--- src/rtl/frame_uart_tx_pkg.sv ---
// Shared definitions for the frame UART transmit and receive paths.
// Holds the FSM state encoding, the data width and the default
// clock/baud/frame constants used by both directions.
package frame_uart_pkg;

    localparam int unsigned DATA_BITS         = 8;
    localparam int unsigned DEFAULT_CLK_HZ    = 50_000_000;
    localparam int unsigned DEFAULT_BAUD      = 115_200;
    localparam int unsigned DEFAULT_FRAME_LEN = 31_250;

    typedef enum logic [2:0] {
        S_IDLE   = 3'd0,
        S_FETCH  = 3'd1,
        S_LOAD   = 3'd2,
        S_START  = 3'd3,
        S_DATA   = 3'd4,
        S_PARITY = 3'd5,
        S_STOP   = 3'd6
    } tx_state_t;

    // Clock cycles per bit, truncated.
    function automatic int unsigned baud_div(input int unsigned clk_hz,
                                             input int unsigned baud);
        return clk_hz / baud;
    endfunction

endpackage

--- src/rtl/frame_uart_tx_baud_gen.sv ---
// Bit-period timer: counts 0..DIV-1 and raises tick on the last count.
// A synchronous clear restarts the period so a bit starts exactly on
// the edge that the FSM begins driving it.
module uart_baud_gen #(
    parameter int unsigned DIV = 434
) (
    input  logic clk,
    input  logic reset_n,
    input  logic clear,
    output logic tick
);

    localparam int unsigned CW   = $clog2(DIV);
    localparam logic [CW-1:0] LAST = CW'(DIV - 1);

    logic [CW-1:0] cnt;

    // Free-running period counter with synchronous restart.
    always_ff @(posedge clk or negedge reset_n) begin
        if (!reset_n) begin
            cnt <= '0;
        end else if (clear || cnt == LAST) begin
            cnt <= '0;
        end else begin
            cnt <= cnt + 1'b1;
        end
    end

    assign tick = (cnt == LAST);

endmodule

--- src/rtl/frame_uart_tx.sv ---
// Frame UART transmitter: on start, reads FRAME_LEN bytes from a
// synchronous-read RAM and sends each as 8N1, LSB first, then pulses done.
// Optional macro TX_PARITY_EN adds an even-parity bit (8E1).
// All outputs are registered; every register has a next-value term
// computed in the combinational FSM process.
module frame_uart_tx
    import frame_uart_pkg::*;
#(
    parameter int unsigned CLK_HZ    = DEFAULT_CLK_HZ,
    parameter int unsigned BAUD      = DEFAULT_BAUD,
    parameter int unsigned FRAME_LEN = DEFAULT_FRAME_LEN,
    parameter int unsigned ADDR_W    = 15
) (
    input  logic              clk,
    input  logic              reset_n,
    input  logic              start,
    output logic [ADDR_W-1:0] ram_addr,
    output logic              ram_rd_en,
    input  logic [7:0]        ram_dout,
    output logic              tx,
    output logic              busy,
    output logic              done,
    output logic [ADDR_W-1:0] byte_cnt
);

    localparam int unsigned       DIV       = baud_div(CLK_HZ, BAUD);
    localparam logic [ADDR_W-1:0] LAST_ADDR = ADDR_W'(FRAME_LEN - 1);
    localparam logic [2:0]        LAST_BIT  = 3'(DATA_BITS - 1);

    tx_state_t         state, state_n;
    logic              tx_q, tx_n;
    logic              busy_q, busy_n;
    logic              done_q, done_n;
    logic              rd_q, rd_n;
    logic [ADDR_W-1:0] addr_q, addr_n;
    logic [ADDR_W-1:0] cnt_q, cnt_n;
    logic [7:0]        shift_q, shift_n;
    logic [2:0]        bit_q, bit_n;
    logic              baud_clear;
    logic              tick;

    // The bit timer restarts on the edge that drives the start bit low.
    assign baud_clear = (state == S_LOAD);

    uart_baud_gen #(
        .DIV (DIV)
    ) u_baud (
        .clk     (clk),
        .reset_n (reset_n),
        .clear   (baud_clear),
        .tick    (tick)
    );

    // State and output registers; reset abandons any byte in flight.
    always_ff @(posedge clk or negedge reset_n) begin
        if (!reset_n) begin
            state   <= S_IDLE;
            tx_q    <= 1'b1;
            busy_q  <= 1'b0;
            done_q  <= 1'b0;
            rd_q    <= 1'b0;
            addr_q  <= '0;
            cnt_q   <= '0;
            shift_q <= '0;
            bit_q   <= '0;
        end else begin
            state   <= state_n;
            tx_q    <= tx_n;
            busy_q  <= busy_n;
            done_q  <= done_n;
            rd_q    <= rd_n;
            addr_q  <= addr_n;
            cnt_q   <= cnt_n;
            shift_q <= shift_n;
            bit_q   <= bit_n;
        end
    end

    // Next-state and next-output logic; strobes default low each cycle.
    always_comb begin
        state_n = state;
        tx_n    = tx_q;
        busy_n  = busy_q;
        done_n  = 1'b0;
        rd_n    = 1'b0;
        addr_n  = addr_q;
        cnt_n   = cnt_q;
        shift_n = shift_q;
        bit_n   = bit_q;
        case (state)
            S_IDLE: begin
                if (start) begin
                    busy_n  = 1'b1;
                    addr_n  = '0;
                    rd_n    = 1'b1;
                    cnt_n   = '0;
                    state_n = S_FETCH;
                end
            end
            S_FETCH: begin
                state_n = S_LOAD;
            end
            S_LOAD: begin
                shift_n = ram_dout;
                tx_n    = 1'b0;
                state_n = S_START;
            end
            S_START: begin
                if (tick) begin
                    tx_n    = shift_q[0];
                    bit_n   = '0;
                    state_n = S_DATA;
                end
            end
            S_DATA: begin
                if (tick) begin
                    if (bit_q == LAST_BIT) begin
`ifdef TX_PARITY_EN
                        tx_n    = ^shift_q;
                        state_n = S_PARITY;
`else
                        tx_n    = 1'b1;
                        state_n = S_STOP;
`endif
                    end else begin
                        bit_n = bit_q + 3'd1;
                        tx_n  = shift_q[bit_q + 3'd1];
                    end
                end
            end
`ifdef TX_PARITY_EN
            S_PARITY: begin
                if (tick) begin
                    tx_n    = 1'b1;
                    state_n = S_STOP;
                end
            end
`endif
            S_STOP: begin
                if (tick) begin
                    cnt_n = cnt_q + 1'b1;
                    if (addr_q == LAST_ADDR) begin
                        done_n  = 1'b1;
                        busy_n  = 1'b0;
                        state_n = S_IDLE;
                    end else begin
                        addr_n  = addr_q + 1'b1;
                        rd_n    = 1'b1;
                        state_n = S_FETCH;
                    end
                end
            end
            default: begin
                state_n = S_IDLE;
            end
        endcase
    end

    assign ram_addr  = addr_q;
    assign ram_rd_en = rd_q;
    assign tx        = tx_q;
    assign busy      = busy_q;
    assign done      = done_q;
    assign byte_cnt  = cnt_q;

endmodule
--- config.mk ---
export PLATFORM = sky130hd
export DESIGN_NAME = frame_uart_tx
export DESIGN_NICKNAME = d
export VERILOG_FILES = /design/src/rtl/frame_uart_tx_pkg.sv /design/src/rtl/frame_uart_tx_baud_gen.sv /design/src/rtl/frame_uart_tx.sv
export SDC_FILE = /design/constraint.sdc
export NUM_CORES = 1
export LEC_CHECK = 0
export ABC_AREA = 1
export CORE_ASPECT_RATIO = 0.75
export CORE_MARGIN = 3
export CORE_UTILIZATION = 40
export CTS_CLUSTER_DIAMETER = 40
export DETAILED_ROUTE_END_ITERATION = 8
export GPL_TIMING_DRIVEN = 0
export MAX_ROUTING_LAYER = met4
export PLACE_DENSITY = 0.59
export REMOVE_ABC_BUFFERS = 1
export SLEW_MARGIN = 20
export SYNTH_ARGS = -nofsm -noshare
export SYNTH_HDL_FRONTEND = slang
export SYNTH_HIERARCHICAL = 1
export SYNTH_SLANG_ARGS = --single-unit
--- constraint.sdc ---
create_clock -name clk -period 3.68 [get_ports clk]
set_input_delay 0.552 -clock clk [delete_from_list [all_inputs] [get_ports clk]]
set_output_delay 0.552 -clock clk [all_outputs]
set_load 0.01 [all_outputs]
==> metrics.sh, run 1 <==
YOSYSSEQAREASHARE=0.427
GRT_FIRST_PASS_WIRELENGTH_MM=14.0
GRT_MAX_DEGREE=32
MULTI_INPUT_COMB_AREA_UM2=1680
POST_SYNTH_INSTANCE_AREA_UM2=3350
BOUNDARYPINS=45
CLK_PIN_SLEW_WORST_PATHS_PS=70
FINALMAXSLEWVIOLATIONS=0
GLOBALROUTEOVERFLOWTOTAL=0
RSZ0062_AT_GRT='false'
SYN_AVG_CELL_AREA_UM2=7.20
DP_HPWL_MM=5.74
TIMING_WORST_SETUP_PATH_TYPE='reg2reg'
MOST_FREQUENT_STANDARD_CELL_IN_THE_LAYOUT_EXCLUDING_FILL_AND_TAP_CELLS='sky130_fd_sc_hd__nand2_1'
ENDPOINT_KIND='flop'
FINAL_NETS=531
FINALCLOCKSKEW_PS=9.47
VIA_COUNT_OF_THE_FIRST_GLOBAL_ROUTING_PASS=2967
POWER_LEAKAGE_nW=1.77
VDD_DROP_MAX_V=0.000359
WORSTPATHREQUIRED_PS=3910
CRIT_PATH_START_KIND='flop'
WORSTSETUPSTARTPOINT='state[0]'
TIMING.HOLD.WORST.CLASS='in2async'
MAXIMUM_CAPACITANCE_VIOLATIONS=0
DETAILED_PLACE.AREA_UM2=3870
SYNTHADDERAREAFRAC=0.0262
HOLD_VIOL=0
SYNTH_COMPOUND_GATE_AREA_SHARE=0.0789
FINISH.INSTANCE_AREA_UM2=4070
XOR_XNOR_CELL_AREA_SHARE_OF_THE_YOSYS_NETLIST=0.0236
POWER_PER_CELL_AREA_nW_PER_UM2=513
FLOORPLAN.DIE.HEIGHT_UM=85.2
STD_CELL_ROWS=28
GATE_FAMILY_RESPONSIBLE_FOR_THE_MOST_DELAY_ALONG_THE_WORST_PATH='simple AND/OR/NAND/NOR gates'
DRT_PRE_ANTENNA_ITERS=4
CP_SLOWEST_STAGE_DELAY_PS=670
SYNTH_CELL_TYPE_COUNT=31
FP.DIEW_UM=112
CLOCK_TREE.ROOT_CELL='sky130_fd_sc_hd__clkbuf_8'
YOSYS_WARNINGS=6
YS_ASYNC_SR_FRACTION=1.00
WORSTMARGINPINSLEW_PS=764
CTS_HTREE_LEVELS=3
TIMING.REG2REG.WORST_PATH_DEPTH=10
GROUTE.USAGE.OVERALL=0.186
MOST-COMMON-LAYOUT-CELLS='sky130_fd_sc_hd__nand2_1 (161), sky130_fd_sc_hd__nor2_1 (61), sky130_fd_sc_hd__dfrtp_1 (56), sky130_fd_sc_hd__inv_1 (44), sky130_fd_sc_hd__clkdlybuf4s50_1 (43)'
PLACE.GP.CONGESTION=0.831
LAYOUT-DRIVE-GT1-SHARE=0.0696
ROUTED_VIA_DENSITY=4.91
FINAL_ANTENNA_NET_COUNT=0
PORTBUFFERS=44
FIRST_ITER_VIOLATIONS=169
FMAX_MHz=401
SYNTH_SIMPLE_GATE_AREA_SHARE=0.373
TIMING.CRITICAL_PATH.CELLS='inv_2 > nand3_2 > inv_1 > nand2_1 > nand2_2 > nor2_4 > nand2_4 > inv_2 > nand2_1 > nand2_1'
CRITICAL_PATH.MOST_COMMON_CELL='sky130_fd_sc_hd__nand2_1'
HOLD_WS_PS=131
R2R-END='ram_addr[4]'
CTS_TREE='done'
YS_DOMINANT_REG_CELL='sky130_fd_sc_hd__dfrtp_1'
FINAL.MIN_CLOCK_PERIOD_PS=2490
SYNTHESIS.INSTANCES=465
CORE-AREA_UM2=8020
POST_ROUTE_SETUP_TNS_PS=0
LAYOUT-AREA-OVERHEAD-VS-SYNTH_PCT=21.5
NUMBER_OF_ENABLE_FLIP_FLOP_CELLS_AFTER_SYNTHESIS=0
MAX-CLOCK-PATH-BUFFERS=2
ROUTEDWLPERCELL_UM=12.5
POST_SYNTH_MUX_AREA_SHARE=0
NUMBER_OF_BUFFERS_ADDED_BY_THE_CLOCK_TREE_SYNTHESIS_STEP=9
STARTING_UTILIZATION_OF_THE_CORE_AREA=0.417
FINALSETUPVIOLCOUNT=0
TIMING.REG2REG.SETUP_SLACK_PS=1190
DRC=0
ANTENNA_FOUND_INITIAL=0
RR_STARTPOINT='state[0]'
CP.ARRIVAL_PS=2720
CP_ENDPOINT='ram_addr[4]'
DIE-AREA_UM2=9510
CRITICAL-PATH-SLOWEST-CELL='sky130_fd_sc_hd__inv_1'
PATH_BUF_INV=3
FILLERS=809
WORSTSKEWPAIRLATENCY_PS=340
CRITICAL_PATH_CELL_COUNT=10
FINAL_MIN_PERIOD_OVER_CLOCK_PERIOD=0.677
AREA_OF_ALL_SEQUENTIAL_STANDARD_CELLS_UM2=1430
POSTSYNTHREGISTERBITS=57
TOTALWIRELENGTH_MM=7.75
STATUS='finished, final reports clean'
CTS.HOLD.BUFFERS_ADDED=0
POST_CTS.REPAIR.SETUP_BUFFERS=0
NUMCLOCKSINKS=57
DOMINANT_COMBINATIONAL_CELL_FAMILY_BY_AREA_AFTER_SYNTHESIS='simple AND/OR/NAND/NOR gates'
ROUTED-VIA-COUNT=3057
CTS_RESIZED=0
NUM_ANTENNA_CELLS=0
CP_MAX_FO=24
SLEW_HEADROOM=0.490
sequential cells by signal, indices dropped and copies added (netlist names):
name,cells
bit_q,3
busy,1
byte_cnt,15
done,1
ram_addr,15
ram_rd_en,1
shift_q,8
state,3
tx,1
u_baud/cnt,9
cell usage after synthesis, types with 3 or more instances:
cell | instances | area, um2
sky130_fd_sc_hd__clkbuf_1 | 3 | 11.3
sky130_fd_sc_hd__o21ai_1 | 5 | 25.0
sky130_fd_sc_hd__buf_6 | 4 | 45.0
sky130_fd_sc_hd__o21bai_1 | 4 | 30.0
sky130_fd_sc_hd__xor2_1 | 6 | 52.6
sky130_fd_sc_hd__ha_1 | 7 | 87.6
sky130_fd_sc_hd__dfrtp_1 | 56 | 1400
sky130_fd_sc_hd__inv_2 | 3 | 11.3
sky130_fd_sc_hd__a21oi_1 | 9 | 45.0
sky130_fd_sc_hd__nand2_1 | 161 | 604
sky130_fd_sc_hd__o21ai_2 | 5 | 43.8
sky130_fd_sc_hd__inv_1 | 44 | 165
sky130_fd_sc_hd__o21ai_0 | 19 | 95.1
sky130_fd_sc_hd__xnor2_1 | 3 | 26.3
sky130_fd_sc_hd__nand3b_1 | 3 | 22.5
sky130_fd_sc_hd__nand3_1 | 39 | 195
sky130_fd_sc_hd__nand4_1 | 16 | 100
sky130_fd_sc_hd__nor2_1 | 61 | 229
report_power, final:
| group | internal [mW] | leakage [nW] | switching, mW | total [mW] |
|---|---|---|---|---|
| Combinational | 0.216 | 0.906 | 0.456 | 0.672 |
| Sequential | 0.738 | 0.765 | 0.0915 | 0.830 |
| Clock | 0.344 | 0.102 | 0.243 | 0.586 |
| Total | 1.30 | 1.77 | 0.790 | 2.09 |
cell families after synthesis:
group | after synthesis
flip-flops | 57
AND/OR/NAND/NOR | 292
adder cells (fa/ha/maj) | 7
buffers and inverters | 55
AO/OA/AOI/OAI | 45
XOR/XNOR | 9
worst min path at each step:
stage | startpoint | to | slack, ps | cells after the start
finish | reset_n | done | 130 | 1
global route | reset_n | bit_q[2] | 140 | 1
CTS | reset_n | done | 130 | 1
detailed placement | shift_q[3] | shift_q[3] | 460 | 2
global placement | shift_q[3] | shift_q[3] | 460 | 2
floorplan | reset_n | bit_q[0] | 260 | 0
per-stage QoR:
step | total power [mW] | worst slack, ps | instances | util
3_3_place_gp | 1.51 | 152 | 606 | 0.481
5_1_grt | 2.27 | 904 | 622 | 0.507
3_5_place_dp | 1.52 | 1170 | 607 | 0.483
4_1_cts | 2.13 | 1160 | 622 | 0.507
2_1_floorplan | 1.30 | 1820 | 457 | -
6_report | 2.09 | 1190 | 622 | 0.507
layout make-up:
type,count,share of cell area
Multi-Input combinational cell,353,0.413
Tap cell,105,0.0323
Sequential cell,57,0.351
Inverter,47,0.0434
Clock inverter,3,0.00984
Timing Repair Buffer,45,0.113
Clock buffer,12,0.0381
routing by layer:
layer | share of wire | global-route usage | up-vias
met1 | 0.53 | 0.255 | 1397
met3 | 0.042 | 0.0556 | 4
met4 | 0.0064 | 0.0541 | 0
met2 | 0.42 | 0.269 | 65
met5 | 0 | - | -
li1 | - | - | 1591
worst register-to-register path, delay by kind of cell, from the launching register on:
kind | cells | cell delay, ps
AND/OR/NAND/NOR | 7 | 1080
flip-flops | 1 | 430
buffers and inverters | 3 | 880
Power figures use the tool's default switching activity.
==> run 2, diff against run 1 <==
==> constraint.sdc (replaced) <==
create_clock -name clk -period 2.5 [get_ports clk]
set_input_delay 0.375 -clock clk [delete_from_list [all_inputs] [get_ports clk]]
set_output_delay 0.375 -clock clk [all_outputs]
set_load 0.01 [all_outputs]
==> metrics.sh, run 2 (synthesis results as in run 1) <==
STATUS='finished, final reports clean'
GATE_FAMILY_RESPONSIBLE_FOR_THE_MOST_DELAY_ALONG_THE_WORST_PATH='simple AND/OR/NAND/NOR gates'
TIMING.HOLD.WORST.CLASS='reg2reg'
LAYOUT-DRIVE-GT1-SHARE=0.0803
MAXIMUM_CAPACITANCE_VIOLATIONS=0
FLOORPLAN.DIE.HEIGHT_UM=85.2
FINAL_NETS=537
FIRST_ITER_VIOLATIONS=158
DRT_PRE_ANTENNA_ITERS=4
MAX-CLOCK-PATH-BUFFERS=2
GRT_MAX_DEGREE=32
WORSTSKEWPAIRLATENCY_PS=340
VIA_COUNT_OF_THE_FIRST_GLOBAL_ROUTING_PASS=2979
CORE-AREA_UM2=8020
CRIT_PATH_START_KIND='flop'
FINALSETUPVIOLCOUNT=0
STD_CELL_ROWS=28
NUM_ANTENNA_CELLS=0
HOLD_WS_PS=472
ROUTED-VIA-COUNT=3090
WORSTMARGINPINSLEW_PS=677
CRITICAL-PATH-SLOWEST-CELL='sky130_fd_sc_hd__dfrtp_1'
ENDPOINT_KIND='flop'
PLACE.GP.CONGESTION=0.831
FIN_UTIL=0.513
CRITICAL_PATH_CELL_COUNT=10
CRITICAL_PATH.MOST_COMMON_CELL='sky130_fd_sc_hd__nand2_1'
SLEW_HEADROOM=0.547
FMAX_MHz=463
CLOCK_TREE.ROOT_CELL='sky130_fd_sc_hd__clkbuf_8'
PORTBUFFERS=44
FINAL.MIN_CLOCK_PERIOD_PS=2160
WORST_HOLD_LAUNCH='shift_q[3]'
TIMING.REG2REG.SETUP_SLACK_PS=340
FP.DIEW_UM=112
FINAL_MIN_PERIOD_OVER_CLOCK_PERIOD=0.864
PATH_BUF_INV=3
TOTALWIRELENGTH_MM=7.91
FINALCLOCKSKEW_PS=9.05
POWER_PER_CELL_AREA_nW_PER_UM2=766
VDD_DROP_MAX_V=0.000530
TIMING_WORST_SETUP_PATH_TYPE='reg2reg'
GLOBALROUTEOVERFLOWTOTAL=0
CTS_TREE='done'
FILLERS=807
RSZ0062_AT_GRT='false'
REPORT.POWER.TOTAL_mW=3.15
CP_SLOWEST_STAGE_DELAY_PS=420
DETAILED_PLACE.AREA_UM2=3870
RR_STARTPOINT='state[0]'
NUMBER_OF_BUFFERS_ADDED_BY_THE_CLOCK_TREE_SYNTHESIS_STEP=9
STARTING_UTILIZATION_OF_THE_CORE_AREA=0.417
WORSTSETUPSTARTPOINT='state[0]'
ROUTEDWLPERCELL_UM=12.6
AREA_OF_ALL_SEQUENTIAL_STANDARD_CELLS_UM2=1430
NUMCLOCKSINKS=57
GROUTE.USAGE.OVERALL=0.189
HOLD_VIOL=0
WORSTPATHREQUIRED_PS=2710
FINAL_ANTENNA_NET_COUNT=0
CTS_HTREE_LEVELS=3
R2R-END='byte_cnt[5]'
CP.ARRIVAL_PS=2370
GRT_FIRST_PASS_WIRELENGTH_MM=14.2
TIMING.CRITICAL_PATH.CELLS='inv_2 > nand3_2 > clkinvlp_4 > nand2_1 > nand2_2 > nor2_4 > buf_4 > nand2_1 > o21ai_0 > nor2_1'
CP_MAX_FO=12
MOST_FREQUENT_STANDARD_CELL_IN_THE_LAYOUT_EXCLUDING_FILL_AND_TAP_CELLS='sky130_fd_sc_hd__nand2_1'
DRC=0
POWER_LEAKAGE_nW=1.79
MULTI_INPUT_COMB_AREA_UM2=1680
FINALMAXSLEWVIOLATIONS=0
LAYOUT-AREA-OVERHEAD-VS-SYNTH_PCT=23.0
DIE-AREA_UM2=9510
CP_ENDPOINT='byte_cnt[5]'
TIMING.REG2REG.WORST_PATH_DEPTH=10
DP_HPWL_MM=5.74
BOUNDARYPINS=45
ROUTED_VIA_DENSITY=4.92
MOST-COMMON-LAYOUT-CELLS='sky130_fd_sc_hd__nand2_1 (161), sky130_fd_sc_hd__nor2_1 (61), sky130_fd_sc_hd__dfrtp_1 (56), sky130_fd_sc_hd__inv_1 (43), sky130_fd_sc_hd__clkdlybuf4s50_1 (43)'
CLK_PIN_SLEW_WORST_PATHS_PS=60
FINISH.INSTANCE_AREA_UM2=4120
ANTENNA_FOUND_INITIAL=0
-- run 2: tightest hold or removal path, stage by stage, from the launching register on --
cell and delay, ps:
sky130_fd_sc_hd__dfrtp_1 350, sky130_fd_sc_hd__nand2_1 50, sky130_fd_sc_hd__nand2_1 40
-- run 2: timing repair --
item,4_1_cts,5_1_grt
buffers inserted,0,4
endpoints found under the hold margin,25,0
hold buffers,1,0
cloned,1,0
gates resized for setup,1,0
setup endpoints to repair,2,16
pin swaps,0,1
-- run 2: per-layer routing --
layer / track usage / routed length (um) / vias to the layer above / part of all wire
met3: 0.0549 / 301 / 4 / 0.038
li1: - / - / 1601 / -
met1: 0.260 / 4220 / 1426 / 0.53
met5: - / 0 / - / 0
met4: 0.0541 / 47 / 0 / 0.0059
met2: 0.271 / 3340 / 59 / 0.42
-- run 2: per-stage QoR --
step           cells  setup slack (ps)  setup TNS [ps]
2_1_floorplan    457               637               0
3_3_place_gp     606              -851          -47620
3_5_place_dp     607             -6.73           -6.73
4_1_cts          624              91.7               0
5_1_grt          628               119               0
6_report         628               339               0
-- run 2: where the power goes --
part           internal, mW  leakage, nW  switching, mW
Clock                 0.506        0.102          0.359
Sequential             1.09        0.765          0.134
Combinational         0.377        0.921          0.690
-- run 2: layout make-up --
cell class                      count  area share
Clock buffer                       12      0.0377
Sequential cell                    57       0.347
Tap cell                          105      0.0319
Multi-Input combinational cell    353       0.408
Inverter                           47      0.0438
Clock inverter                      3     0.00973
Timing Repair inverter              1     0.00122
Timing Repair Buffer               50       0.121
-- run 2: worst min path at each step --
| stage | to | slack, ps | cells past startpoint |
|---|---|---|---|
| 5_1_grt | shift_q[4] | 510 | 2 |
| 6_report | shift_q[3] | 470 | 2 |
| 2_1_floorplan | bit_q[0] | 80 | 0 |
| 3_5_place_dp | bit_q[2] | 320 | 1 |
| 3_3_place_gp | shift_q[3] | 460 | 2 |
| 4_1_cts | shift_q[3] | 480 | 2 |
==> patch 1 (settings of run 1) <==
Change the package constant `DEFAULT_BAUD` from 115_200 to 230_400.
--- a/src/rtl/frame_uart_tx_pkg.sv
+++ b/src/rtl/frame_uart_tx_pkg.sv
@@ -5,7 +5,7 @@
 
     localparam int unsigned DATA_BITS         = 8;
     localparam int unsigned DEFAULT_CLK_HZ    = 50_000_000;
-    localparam int unsigned DEFAULT_BAUD      = 115_200;
+    localparam int unsigned DEFAULT_BAUD      = 230_400;
     localparam int unsigned DEFAULT_FRAME_LEN = 31_250;
 
     typedef enum logic [2:0] {
Function: no difference found for any inputs over 10 cycles, from zero or initial values and one cycle with reset_n low; that may be too few to reach the edited logic, so the function may still have changed.
==> patch 1 against run 1 <==
Via count decreased by 3.8%; largest power group unchanged; power decreased by 8.6%; critical endpoint is now ram_addr[6]; sequential cell count decreased by 1; count of clock-buffer cells in the layout decreased by 7; wire length decreased by 4.7%; sequential share of layout area increased by 0.58 points; design area decreased by 3.4%; setup slack improved by 0.010 ns; area after synthesis decreased by 1.6%; clock skew decreased by 0.0026 ns; worst hold slack got worse by 0.055 ns.
==> patch 1: results (changes against run 1) <==
| Metric | Value |
|---|---|
| Final wirelength | 7.39 mm (-4.7%) |
| Status | completed |
| Register area | 1400 um2 (-1.8%) |
| Inverters | 46 (-2.1%) |
| GPL Wtd Cong | 0.803 (-3.4%) |
| Post-synthesis sequential area ratio | 0.426 (-0.000468) |
| Sequential fraction of design power | 0.426 (+0.029) |
| CTS H-tree lvls | 2 (-1) |
| Placed wire-length estimate | 5.32 mm (-7.3%) |
| Largest net degree at the start of global routing | 45 (+41%) |
| FFs & Latches | 56 (-1.8%) |
| Synth Area in Adders | 0.0266 (+0.000438) |
| Total Routing Usage GR | 0.171 (-0.0153) |
| M1 WL | 4.03 mm (-2.9%) |
| Met2 Track Usage GR | 0.253 (-0.0155) |
| Synthesized area per cell | 7.22 um2 (+0.30%) |
| Layout cell share with drive strength beyond 1 | 0.0599 (-0.00975) |
| Clock buffers | 5 (-7) |
| Worst EP arrival | 2.69 ns (-0.03 ns) |
| Reg2reg end | ram_addr[6] |
| Vias in the first global route | 2744 (-7.5%) |
| FILL cells | 779 (-3.7%) |
| Clk_skew | 0.00687 ns (-0.00260 ns) |
| Slew HR | 0.475 (-0.0147) |
| Signal buffers share of area | 0.118 (+0.00582) |
## patch 1: cell types whose count changed after synthesis, sizes merged
cell    before  now
dfrtp       56   55
nor2        65   62
nand3b       3    4
xnor2        3    2
a21oi       10    8
o21ai       29   30
inv         47   46
nand2      165  162
## patch 1: how the worst max path moves through the flow
stage,start,endpoint,slack [ns],depth (start not counted)
CTS,state[0],ram_addr[6],1.19,10
global placement,reset_n,byte_cnt[14],0.18,1
global route,state[0],ram_addr[7],0.92,10
detailed placement,state[0],ram_addr[6],1.21,10
finish,state[0],ram_addr[6],1.20,10
floorplan,u_baud/cnt[0],ram_addr[5],1.72,14
## patch 1: worst max-delay path, delay by kind of cell, from the launching register on
family / cells / cell delay [ns]
simple gates: 7 / 1.04
buf+inv: 3 / 0.88
flops: 1 / 0.45
## patch 1: through the flow
step	util	total power, W	std cells
floorplan	-	0.00129	448
global placement	0.495	0.00150	593
detailed placement	0.498	0.00150	594
CTS	0.513	0.00193	602
global route	0.513	0.00208	602
finish	0.513	0.00191	602
==> patch 2 (settings of run 1) <==
Made on the original files. Re-encode `tx_state_t` (7 states) as one-hot, 7 bits wide.
--- a/src/rtl/frame_uart_tx_pkg.sv
+++ b/src/rtl/frame_uart_tx_pkg.sv
@@ -8,14 +8,14 @@
     localparam int unsigned DEFAULT_BAUD      = 115_200;
     localparam int unsigned DEFAULT_FRAME_LEN = 31_250;
 
-    typedef enum logic [2:0] {
-        S_IDLE   = 3'd0,
-        S_FETCH  = 3'd1,
-        S_LOAD   = 3'd2,
-        S_START  = 3'd3,
-        S_DATA   = 3'd4,
-        S_PARITY = 3'd5,
-        S_STOP   = 3'd6
+    typedef enum logic [6:0] {
+        S_IDLE   = 7'b0000001,
+        S_FETCH  = 7'b0000010,
+        S_LOAD   = 7'b0000100,
+        S_START  = 7'b0001000,
+        S_DATA   = 7'b0010000,
+        S_PARITY = 7'b0100000,
+        S_STOP   = 7'b1000000
     } tx_state_t;
 
     // Clock cycles per bit, truncated.
Formal check against the unedited RTL: no difference found for any inputs over 10 cycles, from zero or initial values and one cycle with reset_n low; not proved beyond that.
==> patch 2 against run 1 <==
Area after synthesis increased by 7.6%; setup slack improved by 0.34 ns; design area is 8.5% higher; wire length up 6.3%; sequential share of layout area decreased by 1.0 points; sequential cell count rose by 3; power up 16%; sequential power grew 9.2%; combinational power up 11%; critical path type unchanged; critical endpoint is now byte_cnt[14].
==> patch 2: results (changes against run 1) <==
| Metric | Value |
|---|---|
| Total Routing Usage GR | 0.185 (-0.00187) |
| Comb pwr share | 0.308 (-0.014) |
| CTS root buf | clkbuf_16 |
| Met1 global-route usage | 0.245 (-0.00941) |
| Max IR drop VDD | 0.000352 V (-1.8%) |
| Post-synthesis sequential area ratio | 0.418 (-0.00889) |
| Post-Synth XOR/XNOR Area | 0.0365 (+0.0129) |
| Clk_skew | 0.00498 ns (-0.00448 ns) |
| Met2 routed WL | 3.40 mm (+5.4%) |
| Mean routed wirelength per cell | 12.4 um (-0.91%) |
| Fin crit period | 2.15 ns (-0.340 ns) |
| Vias in the first global route | 3128 (+5.4%) |
| Synth Area in Adders | 0.0243 (-0.00185) |
| Area after DPL | 4140 um2 (+7.0%) |
| Reg2reg end | byte_cnt[14] |
| Worst EP arrival | 2.34 ns (-0.38 ns) |
| M3 GR Usage | 0.0477 (-0.00794) |
| CTS clk-pin slew, worst paths | 0.05 ns (-0.02 ns) |
| Comb power | 0.000744 W (+11%) |
| Status | completed |
| R2r worst-path depth | 12 (+2) |
| Sequential fraction of design power | 0.374 (-0.023) |
| Slew of the pin with the lowest slew margin | 0.430 ns (-0.335 ns) |
| First-pass GRT wire length | 14.5 mm (+3.6%) |
| DR iter-0 viols | 222 (+31%) |
| Post-Place Cells | 652 (+7.4%) |
| Synth Area in Compound Gates | 0.0483 (-0.0306) |
| Layout cell share with drive strength beyond 1 | 0.0787 (+0.00908) |
| Placed wire-length estimate | 5.80 mm (+1.1%) |
| Largest cells by area after synthesis | dfrtp_1 40%, nand2_1 19%, nand3_1 7.4%, nor2_1 7.1%, inv_1 4.0% |
| Hold Slack | 0.132 ns (+0.00176 ns) |
| Mapped Cells | 507 (+9.0%) |
| Met3 WL post-DR | 421 um (+29%) |
| CP Max Fanout | 21 (-13%) |
| GPL Wtd Cong | 0.821 (-1.2%) |
| CP peak stage delay | 0.44 ns (-0.23 ns) |
| Met2 Track Usage GR | 0.278 (+0.00959) |
| LEAKAGE | 2.02 nW (+14%) |
| DR pass1 iterations | 5 (+1) |
## patch 2: cell count changes after synthesis, sizes merged, moves of 4 or more
cell / run 1 / this run
a21oi: 10 / 5
nand4: 16 / 12
nand2: 165 / 192
o21bai: 4 / 8
nand3: 40 / 55
xor2: 6 / 10
nor2: 65 / 77
o21ai: 29 / 17
## patch 2: area by class of cell
| type | instances | area (um2) | share of cell area |
|---|---|---|---|
| clock inverters | 2 | 10.0 | 0.00227 |
| repair buffers | 45 | 458 | 0.104 |
| multi-input cells | 392 | 1870 | 0.423 |
| inverters | 47 | 179 | 0.0405 |
| flip-flops and latches | 60 | 1500 | 0.341 |
| clock buffers | 13 | 260 | 0.0590 |
| well taps | 108 | 135 | 0.0306 |
## patch 2: logic make-up after synthesis
| kind of cell | Yosys count |
|---|---|
| xor gates and xnor gates | 15 |
| buffers and inverters | 55 |
| DFF | 60 |
| adders and majority gates | 7 |
| AOI/OAI and AO/OA | 30 |
| and+or+nand+nor | 340 |
